### src/rtl/cache_fill_fsm_pkg.sv
// Shared sizing, state encoding and address helpers for the cache miss handler.
// No timing of its own; constants only.
// No flow control.
package cache_fill_fsm_pkg;

    localparam int ADDR_W            = 16;
    localparam int DATA_W            = 16;
    localparam int WORDS_PER_BLOCK   = 8;
    localparam int OFFSET_W          = $clog2(WORDS_PER_BLOCK);
    localparam int BLOCK_OFFSET_BITS = OFFSET_W + 1;
    localparam int CNT_W             = OFFSET_W + 1;

    typedef enum logic {
        IDLE = 1'b0,
        FILL = 1'b1
    } fill_state_t;

    // Clears the byte offset within a block so the base is block aligned.
    function automatic logic [ADDR_W-1:0] block_base(input logic [ADDR_W-1:0] addr);
        logic [ADDR_W-1:0] mask;
        mask = ~((ADDR_W'(1) << BLOCK_OFFSET_BITS) - ADDR_W'(1));
        return addr & mask;
    endfunction

endpackage

### src/rtl/cache_fill_fsm_counter.sv
// Resettable beat counter with synchronous clear, enable and saturation at MAX.
// Count updates one cycle after enable.
// No flow control; holds at MAX until cleared.
module fill_counter #(
    parameter int W   = 4,
    parameter int MAX = 8
) (
    input  logic         clk,
    input  logic         rst,
    input  logic         clr,
    input  logic         en,
    output logic [W-1:0] cnt
);

    always_ff @(posedge clk) begin
        if (rst || clr) begin
            cnt <= '0;
        end else if (en && (cnt != W'(MAX))) begin
            cnt <= cnt + W'(1);
        end
    end

endmodule

### src/rtl/cache_fill_fsm.sv
// Cache miss handler: streams one word read per cycle for a block, writes returned words, commits tag on last beat.
// Outputs are combinational from registered state/counters and memory_data_valid; first request one cycle after the miss.
// Never stalls the memory; counts valid beats only, and holds fsm_busy high until the block is complete.
module cache_fill_fsm
    import cache_fill_fsm_pkg::*;
(
    input  logic                clk,
    input  logic                rst,
    input  logic                miss_detected,
    input  logic [ADDR_W-1:0]   miss_address,
    input  logic [DATA_W-1:0]   memory_data,
    input  logic                memory_data_valid,
    output logic                fsm_busy,
    output logic                mem_read_en,
    output logic [ADDR_W-1:0]   memory_address,
    output logic                write_data_array,
    output logic [OFFSET_W-1:0] word_offset,
    output logic                write_tag_array
);

    fill_state_t       state;
    logic [ADDR_W-1:0] base;
    logic [CNT_W-1:0]  issue_cnt;
    logic [CNT_W-1:0]  recv_cnt;
    logic              start;
    logic              in_fill;
    logic              last_beat;

    // Read data goes straight to the data array; this block only steers it.
    logic unused_data;
    assign unused_data = ^memory_data;

    assign in_fill   = (state == FILL);
    assign start     = (state == IDLE) && miss_detected;
    assign last_beat = in_fill && memory_data_valid
                       && (recv_cnt == CNT_W'(WORDS_PER_BLOCK - 1));

    fill_counter #(.W(CNT_W), .MAX(WORDS_PER_BLOCK)) u_issue_cnt (
        .clk (clk),
        .rst (rst),
        .clr (start),
        .en  (in_fill),
        .cnt (issue_cnt)
    );

    fill_counter #(.W(CNT_W), .MAX(WORDS_PER_BLOCK)) u_recv_cnt (
        .clk (clk),
        .rst (rst),
        .clr (start),
        .en  (in_fill && memory_data_valid),
        .cnt (recv_cnt)
    );

    always_ff @(posedge clk) begin
        if (rst) begin
            state <= IDLE;
            base  <= '0;
        end else begin
            case (state)
                IDLE: begin
                    if (miss_detected) begin
                        state <= FILL;
                        base  <= block_base(miss_address);
                    end
                end
                FILL: begin
                    if (last_beat) begin
                        state <= IDLE;
                    end
                end
                default: state <= IDLE;
            endcase
        end
    end

    always_comb begin
        fsm_busy         = in_fill;
        mem_read_en      = in_fill && (issue_cnt < CNT_W'(WORDS_PER_BLOCK));
        memory_address   = '0;
        write_data_array = in_fill && memory_data_valid;
        word_offset      = '0;
        write_tag_array  = last_beat;
        // Address is only driven while a request is live, so it never leaves the block.
        if (mem_read_en) begin
            memory_address = base + ADDR_W'({issue_cnt, 1'b0});
        end
        if (write_data_array) begin
            word_offset = recv_cnt[OFFSET_W-1:0];
        end
    end

endmodule
### config.mk
export PLATFORM = sky130hd
export DESIGN_NAME = cache_fill_fsm
export DESIGN_NICKNAME = d
export VERILOG_FILES = /design/src/rtl/cache_fill_fsm_pkg.sv /design/src/rtl/cache_fill_fsm_counter.sv /design/src/rtl/cache_fill_fsm.sv
export SDC_FILE = /design/constraint.sdc
export NUM_CORES = 1
export LEC_CHECK = 0
export CAP_MARGIN = 20
export CORE_UTILIZATION = 35
export DETAILED_ROUTE_END_ITERATION = 16
export DONT_BUFFER_PORTS = 1
export HOLD_SLACK_MARGIN = 0.05
export SLEW_MARGIN = 15
export SYNTH_ARGS = -nofsm -noshare
export SYNTH_HDL_FRONTEND = slang
export SYNTH_SLANG_ARGS = --single-unit
### constraint.sdc
create_clock -name clk -period 2.75 [get_ports clk]
set_input_delay 0.275 -clock clk [delete_from_list [all_inputs] [get_ports clk]]
set_output_delay 0.275 -clock clk [all_outputs]
set_load 0.02 [all_outputs]
==> flow_summary.toml <==
[yosys]
syn_avg_cell_area_um2 = 7.36
synth-async-reset-ratio = 0
synth.yosys.seq_area_share = 0.340
synth_nets = 210
synth_edf_count = 0
syn-cell-area_mm2 = 0.00124
syn_inst = 168
synth_most_common_cell = "nand2_1"
synth.distinct_cells = 35
synthTopCellsByCount = "33 x nand2_1, 25 x a21oi_1, 21 x dfxtp_1"
yosysTopAreaCell = "dfxtp_1"
ys_ff_latch = 21
synth_area_leaders = "dfxtp_1 34%, a21oi_1 10%, nand2_1 10%"
synth_flop_cell = "dfxtp_1"
synth_top_area_share = 0.340
synth_warnings = 0

[clock_tree]
cts_tree = "built"
cts_buffer_depth = 2
cts_root_buffer = "clkbuf_4"
clkLatencyLatePin_ps = 290
clkSinkCount = 21
clk_pin_slew_ps = 110
cts_buffers = 3
cts.htree.levels = 1

[pwr]
p_leak_nw = 0.473
power_uw = 549
p_int_uw = 394
switchingPower_uw = 155
switching_share = 0.282
seq_power_share = 0.614
combPwrFrac = 0.124
powerDensity_mw_per_mm2 = 418
p_clk_frac = 0.262
ir_worst_vdd_v = 0.000124

[die]
initial_core_util = 0.368
die_height_um = 61.4
pin_count = 59
die_area_mm2 = 0.00377
core_mm2 = 0.00336
rows = 21
dieWidth_um = 61.4

[final_layout]
layout.nets = 211
drive_gt1_frac = 0.0536
fin_cells = 214
multi_input_area_um2 = 739
nFillCells = 403
finalInstanceArea_mm2 = 0.00131
postLayoutCoreUtil = 0.391
syn_to_final_growth_pct = 6.28
register_area_um2 = 420
n_antenna_cell = 0

[placed_design]
hpwl_um = 2270
io_buffers = 0
placedCellCount = 209
routabilityCongestion = 0.739
dpl_cell_area_mm2 = 0.00128

[route]
drtAntennaViolNets = 0
wl_per_cell_um = 13.4
wl_met3_um = 156
wl_met1_um = 1140
routed.top_layer = "met4"
initialDrtViolationCount = 50
wl_met2_um = 1550
post-route-drc-count = 0
num_vias = 1137
vias_per_cell = 5.31
wirelength_um = 2870
drt-pass1-iter-count = 4

[timing]
setup_viol = 0
report.final.slew_viol_count = 0
fmaxAchievable_ghz = 0.418
finalCritPeriodShare = 0.869
fin_skew_ps = 2.35
max-slew-margin-rel = 0.460
finalHoldViolCount = 0
fin_crit_ps = 2390
worst_pin_slew_ps = 808
rsz0062_at_grt = "no"
tns_ps = 0

[critical_path]
cp-start-kind = "flip-flop"
criticalPathCategory = "reg -> out"
cp_max_fo = 7
arrival_ps = 2110
endpoint_kind = "output port"
crit_required_ps = 2480

[global_routing]
antenna_found_initial = 0
grt_max_degree = 15
grt_pass1_vias = 1046
grt_pass1_wl_um = 4350
grt_remaining_overflow = 0
track_usage = 0.155

[min_path]
hp-class = "in -> reg"

[job]
maxCapViolations = 0

[outcome]
status = "complete, no violations"
## critical path: stages, from the launching register on
cell and delay, ps:
dfxtp_1 430, ha_1 260, nand4_4 160, or4_1 550, a21oi_1 420
## area by class of cell
| class | instances | share of cell area |
|---|---|---|
| Multi-Input combinational cell | 128 | 0.563 |
| Sequential cell | 21 | 0.320 |
| Tap cell | 46 | 0.0438 |
| Inverter | 12 | 0.0343 |
| Clock buffer | 4 | 0.0200 |
| Timing Repair Buffer | 3 | 0.0190 |
## repair_timing
| action | in CTS | in global routing |
|---|---|---|
| hold endpoints to repair | 13 | 0 |
| hold buffers | 1 | 0 |
| setup buffers | 0 | 0 |
| gates resized for setup | 0 | 0 |
## cell usage in the layout (no fill, tap or decap), drive strengths merged
master,netlist,layout
nand4b,1,1
nor3,2,2
nor2,8,8
o21a,2,2
a21oi,25,25
dlygate4sd3,0,1
or3,4,4
or4,2,2
nand4,4,4
dfxtp,21,21
conb,1,1
and4,1,1
o31ai,2,2
xor2,3,3
nor4,1,1
and3b,2,2
and2,2,2
inv,12,12
o21ai,9,9
nor2b,1,1
nand3b,2,2
ha,6,6
nor3b,1,1
and3,1,1
nand3,8,8
mux2i,1,1
xnor2,1,1
nand2,33,33
clkbuf,5,4
buf,2,2
nand2b,4,4
a211o,1,1
## final timing paths
| check | slack, ps | depth (start not counted) | end | start |
|---|---|---|---|---|
| worst min-delay path | 100 | 2 | base[15]$_SDFFE_PP0P_ | miss_address[15] |
| worst max-delay path | 360 | 4 | memory_address[14] | u_issue_cnt.cnt[3]$_SDFFE_PP0P_ |
| worst min register to register | 480 | 2 | base[15]$_SDFFE_PP0P_ | base[15]$_SDFFE_PP0P_ |
| worst max register to register | 950 | 3 | u_recv_cnt.cnt[0]$_SDFFE_PP0P_ | fsm_busy$_SDFF_PP0_ |
## registers in the layout, summed over array words and instances (netlist names)
| name | flops |
|---|---|
| base | 12 |
| u_recv_cnt.cnt | 4 |
| u_issue_cnt.cnt | 4 |
| fsm_busy | 1 |
## logic make-up after synthesis
| family | Yosys count | share of synthesized area |
|---|---|---|
| simple gates | 77 | 0.329 |
| buf+inv | 19 | 0.0617 |
| compound gates | 39 | 0.169 |
| flops | 21 | 0.340 |
| xor+xnor | 4 | 0.0283 |
| mux | 1 | 0.00810 |
| fa+ha+maj | 6 | 0.0607 |
| other cells | 1 | 0.00303 |
## metrics by stage
step	hold slack (ps)	setup WS (ps)
global placement	348	724
finish	99.3	360
detailed placement	349	684
floorplan	344	830
CTS	89.2	329
global route	91.5	247
## per-layer routing
| layer | GRT usage | up-vias |
|---|---|---|
| met2 | 0.321 | 25 |
| met1 | 0.153 | 538 |
| met5 | 0 | - |
| li1 | - | 572 |
| met4 | 0.0381 | 0 |
| met3 | 0.0357 | 2 |
## power by group through the flow
| stage | sequential [mW] | combinational (mW) | clock, mW |
|---|---|---|---|
| after global routing | 0.340 | 0.0767 | 0.167 |
| after global placement | 0.343 | 0.0619 | 0 |
| final | 0.337 | 0.0679 | 0.144 |
| after detailed placement | 0.344 | 0.0650 | 0 |
| after floorplan | 0.338 | 0.0592 | 0 |
| after CTS | 0.337 | 0.0693 | 0.156 |
No activity file was read; power rests on OpenSTA's default activity.
